## src/rtl/string_dispatch.sv

```systemverilog
// rtl/string_dispatch.sv - FIFO-to-LED-string pixel dispatcher with one read in flight
module string_dispatch #(
  parameter int NUM_STRINGS       = 2,
  parameter int PIXELS_PER_STRING = 300,
  parameter int FIFO_COUNT_WIDTH  = 13,
  parameter int READ_TIMEOUT      = 8,
  localparam int SW = (NUM_STRINGS > 1) ? $clog2(NUM_STRINGS) : 1
) (
  input  logic                        clk,
  input  logic                        reset_n,
  input  logic                        enable,
  input  logic                        pack_mode,
  input  logic                        resync,
  input  logic [FIFO_COUNT_WIDTH-1:0] fifo_count,
  output logic                        fifo_rd,
  input  logic [15:0]                 fifo_data,
  input  logic                        fifo_data_valid,
  input  logic [NUM_STRINGS-1:0]      string_ready,
  output logic [23:0]                 pixel_data,
  output logic [NUM_STRINGS-1:0]      pixel_valid,
  output logic [SW-1:0]               active_string,
  output logic                        frame_done,
  output logic                        read_error
);

  localparam int CW = (PIXELS_PER_STRING > 1) ? $clog2(PIXELS_PER_STRING + 1) : 1;
  localparam int TW = $clog2(READ_TIMEOUT + 1);

  typedef enum logic [1:0] {IDLE, READ, WAIT, EMIT} state_t;

  state_t                 state;
  state_t                 state_next;
  logic [CW-1:0]          pix_cnt;
  logic [1:0]             phase;
  logic [15:0]            hold;
  logic [23:0]            pend;
  logic                   mode;
  logic                   resync_pend;
  logic [TW-1:0]          wait_cnt;
  logic [NUM_STRINGS-1:0] onehot;

  logic ready_cur;
  logic at_start;
  logic start_read;
  logic timeout;
  logic word_yields;
  logic last_pix;
  logic last_str;

  assign ready_cur   = string_ready[active_string];
  assign at_start    = (pix_cnt == '0) && (active_string == '0) && (phase == 2'd0);
  assign start_read  = enable && (fifo_count != '0) && ready_cur && !resync_pend && !resync;
  assign timeout     = (wait_cnt == TW'(READ_TIMEOUT));
  assign word_yields = !mode || (phase != 2'd0);
  assign last_pix    = (pix_cnt == CW'(PIXELS_PER_STRING - 1));
  assign last_str    = (active_string == SW'(NUM_STRINGS - 1));

  // One-hot strobe pattern for the string currently being fed
  always_comb begin
    onehot = '0;
    for (int i = 0; i < NUM_STRINGS; i++) begin
      onehot[i] = (active_string == SW'(i));
    end
  end

  // State register
  always_ff @(posedge clk or negedge reset_n) begin
    if (!reset_n) state <= IDLE;
    else          state <= state_next;
  end

  // Next-state logic: one pop, wait for its word, optionally emit, back to idle
  always_comb begin
    state_next = state;
    case (state)
      IDLE: if (start_read) state_next = READ;
      READ: state_next = WAIT;
      WAIT: begin
        if (fifo_data_valid)  state_next = word_yields ? EMIT : IDLE;
        else if (timeout)     state_next = IDLE;
      end
      EMIT: if (ready_cur) state_next = IDLE;
      default: state_next = IDLE;
    endcase
  end

  // Moore pop strobe; timeout flag raised on the last allowed wait cycle without data
  always_comb begin
    fifo_rd    = (state == READ);
    read_error = (state == WAIT) && !fifo_data_valid && timeout;
  end

  // Datapath: wait counter, unpacking, position counters and pixel outputs
  always_ff @(posedge clk or negedge reset_n) begin
    if (!reset_n) begin
      pix_cnt       <= '0;
      active_string <= '0;
      phase         <= 2'd0;
      hold          <= 16'h0;
      pend          <= 24'h0;
      mode          <= 1'b0;
      resync_pend   <= 1'b0;
      wait_cnt      <= '0;
      pixel_data    <= 24'h0;
      pixel_valid   <= '0;
      frame_done    <= 1'b0;
    end else begin
      pixel_valid <= '0;
      frame_done  <= 1'b0;

      if (resync)              resync_pend <= 1'b1;
      else if (state == IDLE)  resync_pend <= 1'b0;

      if (state == IDLE && resync_pend) begin
        pix_cnt       <= '0;
        active_string <= '0;
        phase         <= 2'd0;
        hold          <= 16'h0;
      end

      // Packing mode can only change on a frame boundary
      if (state == IDLE && at_start) mode <= pack_mode;

      if (state == READ)      wait_cnt <= TW'(1);
      else if (state == WAIT) wait_cnt <= wait_cnt + TW'(1);

      if (state == WAIT && fifo_data_valid) begin
        if (!mode) begin
          pend <= {fifo_data[15:11], fifo_data[15:13],
                   fifo_data[10:5],  fifo_data[10:9],
                   fifo_data[4:0],   fifo_data[4:2]};
        end else begin
          case (phase)
            2'd0: begin
              hold  <= fifo_data;
              phase <= 2'd1;
            end
            2'd1: begin
              pend      <= {hold, fifo_data[15:8]};
              hold[7:0] <= fifo_data[7:0];
              phase     <= 2'd2;
            end
            default: begin
              pend  <= {hold[7:0], fifo_data};
              phase <= 2'd0;
            end
          endcase
        end
      end

      if (state == EMIT && ready_cur) begin
        pixel_valid <= onehot;
        pixel_data  <= pend;
        if (last_pix) begin
          pix_cnt <= '0;
          if (last_str) begin
            active_string <= '0;
            frame_done    <= 1'b1;
          end else begin
            active_string <= active_string + SW'(1);
          end
        end else begin
          pix_cnt <= pix_cnt + CW'(1);
        end
      end
    end
  end

endmodule

```

## config.mk

```make
export PLATFORM = sky130hd
export DESIGN_NAME = string_dispatch
export DESIGN_NICKNAME = d
export VERILOG_FILES = /design/src/rtl/string_dispatch.sv
export SDC_FILE = /design/constraint.sdc
export NUM_CORES = 1
export LEC_CHECK = 0
export CAP_MARGIN = 10
export CELL_PAD_IN_SITES_DETAIL_PLACEMENT = 1
export CELL_PAD_IN_SITES_GLOBAL_PLACEMENT = 2
export CORE_MARGIN = 2
export CORE_UTILIZATION = 36
export CTS_CLUSTER_SIZE = 20
export DETAILED_ROUTE_END_ITERATION = 10
export GPL_ROUTABILITY_DRIVEN = 0
export PLACE_DENSITY = 0.82
export RECOVER_POWER = 25
export SETUP_SLACK_MARGIN = 0.1
export SYNTH_ARGS = -nofsm -noshare
export SYNTH_HDL_FRONTEND = slang
export SYNTH_SLANG_ARGS = --single-unit
export TNS_END_PERCENT = 50
```

## constraint.sdc

```tcl
create_clock -name clk -period 5.05 [get_ports clk]
set_clock_uncertainty 0.05 [all_clocks]
set_input_delay 1.01 -clock clk [delete_from_list [all_inputs] [get_ports clk]]
set_output_delay 1.01 -clock clk [all_outputs]
set_load 0.02 [all_outputs]
```

==> flow_metrics.tcl <==
set metrics [dict create \
    cts_max_level 3 \
    path_class "input port to output port" \
    synth.net_count 462 \
    synth_area_um2 4178 \
    stdcell_area_um2 5229 \
    hp-class "flip-flop to flip-flop" \
    fin_crit_sh 0.6751 \
    fp.dieH_um 111.7 \
    wirelength_um 10700 \
    post_cts_buffers 0 \
    rsz0062_at_grt "no" \
    ys_warn_count 0 \
    synth_edf_count 0 \
    synth_seq_cells 87 \
    fillers 1317 \
    fin_nets 519 \
    path_delay_family "buffers and inverters" \
    clkSinkCount 87 \
    rows 39 \
    report.power.total_mw 3.058 \
    viasPerCell 5.238 \
    cap_viol_max_count 1 \
    start_util 0.3674 \
    post_route_cells_drive_above_1_share 0.1273 \
    path_cells "clkdlybuf4s50_1, nor3b_1, clkdlybuf4s50_1" \
    synthCells 417 \
    timing.rr.start "state[0]" \
    synth.avg_cell_area_um2 10.02 \
    synth_flop_cell "dfrtp_1" \
    grt_start_max_net_pins 88 \
    async_flop_share 1.000 \
    min_period_ns 3.409 \
    avgRoutedWirePerCell_um 17.20 \
    ctsResizeCount 0 \
    slowest_stage "clkdlybuf4s50_1" \
    vias 3258 \
    violations "max-capacitance violations, max-slew violations" \
    final_common_cell "nand2_1" \
    max_freq_mhz 293.3 \
    dp_hpwl_um 7690 \
    die-area_um2 12480 \
    max-vdd-ir-drop_mv 0.2691 \
    antenna_found_initial 0 \
    worst_setup_path_start_kind "input port" \
    worstHoldStart "pend[21]" \
    synth_seq_area_share 0.5211 \
    cpPeakStageDelay_ns 0.63 \
    drtIter0Drc 131 \
    die_w_um 111.7 \
    hold_viol_final 0 \
    postPlaceCellArea_um2 4933 \
    worst_ep_arrival_time_ns 2.35 \
    cts-root-buf "clkbuf_16" \
    antenna_cells 0 \
    layout_common_cells "nand2_1, dfrtp_1, clkdlybuf4s50_1, mux2_2, o21ai_0" \
    ant_nets 0 \
    drv_slew 88 \
    cts_hold_buffers 0 \
    cts.clk_slew.worst_paths_ns 0.06 \
    grt_pass1_wl_um 18030 \
    synth_cell_types 42 \
    crit_start "fifo_data_valid" \
    hold_ws_ns 0.4296 \
    cts_buffer_depth 2 \
    tritoncts "yes" \
    port_buffers 66 \
    cellLeakagePower_nw 2.337 \
    tns_ns 0 \
    areaGrowthSynthToFinish_pct 25.16 \
    clk_latency_ns 0.34 \
    cts_buffers 9 \
    drcViolationCount 0 \
    grt_pass1_vias 3485 \
    status "finished with violations" \
    pwr_density_cell_nw_per_um2 584.9 \
    core_area_um2 11370 \
    track_usage 0.1828 \
    path_buf_inv 2 \
    end_kind "output port" \
    slew-limit-headroom -0.4501 \
    final_cell_count_no_fill 622 \
    cp_max_fo 4 \
    critical_path_required_ns 3.99 \
    crit_top_cell "clkdlybuf4s50_1" \
    finalSetupViolations 0 \
    post-place-cells 606 \
    drt-pass1-iter-count 4 \
    ios 67 \
    gr-total-overflow 0 \
    worst_pin_slew_ns 2.175 \
]
[worst paths after layout]
path / slack, ns / cells after the start / end
setup / recovery: 1.64 / 3 / read_error
max in group asynchronous: 2.42 / 1 / pixel_data[10]
hold reg to reg: 0.43 / 1 / pend[21]
hold / removal: 0.43 / 1 / pend[21]
min in group asynchronous: 1.24 / 1 / pix_cnt[1]
setup reg to reg: 2.76 / 6 / pix_cnt[6]
[metrics by stage]
stage | utilization | setup WS (ns)
2_1_floorplan | - | 2.462
3_3_place_gp | 0.4339 | 1.635
3_5_place_dp | 0.4339 | 1.616
4_1_cts | 0.4601 | 1.612
5_1_grt | 0.4599 | 1.566
6_report | 0.4599 | 1.641
[cells in the mapped netlist (5+ instances only)]
cell      instances  area [um^2]
inv_1            13        48.80
nand2_1          99        371.6
and3_1            6        37.54
nor3_1            5        25.02
clkbuf_1         11        41.29
ha_1              8        100.1
a311oi_1         16        140.1
o21ai_0          26        130.1
a21o_1           18        135.1
nand3_1          12        60.06
dfrtp_1          87         2177
buf_2            10        50.05
nor2_1           23        86.33
a31o_2            9        78.83
mux2_2           27        304.0
[layout make-up]
cell class	instances	area (um^2)	area share
clock inverter	6	68.82	0.01316
timing repair buffer	69	678.2	0.1297
inverter	13	48.80	0.009332
sequential	87	2177	0.4164
clock buffer	10	229.0	0.04379
multi-input combinational	294	1848	0.3534
tap	143	178.9	0.03422
[sequential cells by signal, summed over array words and instances (netlist names)]
| name | flops |
|---|---|
| pixel_valid | 2 |
| phase | 2 |
| resync_pend | 1 |
| frame_done | 1 |
| active_string | 1 |
| hold | 16 |
| pix_cnt | 9 |
| state | 2 |
| mode | 1 |
| wait_cnt | 4 |
| pend | 24 |
| pixel_data | 24 |
[metal layers]
layer,track usage,share of wire,up-vias
met1,0.2482,0.47,1640
li1,-,-,1570
met2,0.2966,0.48,38
met5,0,0,-
met4,0.06173,0.014,0
met3,0.03321,0.028,10
[cell families (layout without fill, tap and decap cells)]
group	Yosys count	in the layout	synth area share
flip-flops	87	87	0.5211
buffers and inverters	36	98	0.03893
multiplexers	30	30	0.07996
XOR/XNOR	2	2	0.004194
AO/OA/AOI/OAI	92	92	0.1611
adder cells (fa/ha/maj)	8	8	0.02396
AND/OR/NAND/NOR	162	162	0.1707
[power breakdown]
part | total, mW | internal, mW | switching, mW
logic | 1.22 | 0.546 | 0.675
registers | 1.17 | 0.975 | 0.191
clock network | 0.670 | 0.387 | 0.284
total | 3.06 | 1.91 | 1.15
(Power assumes the default switching activity.)
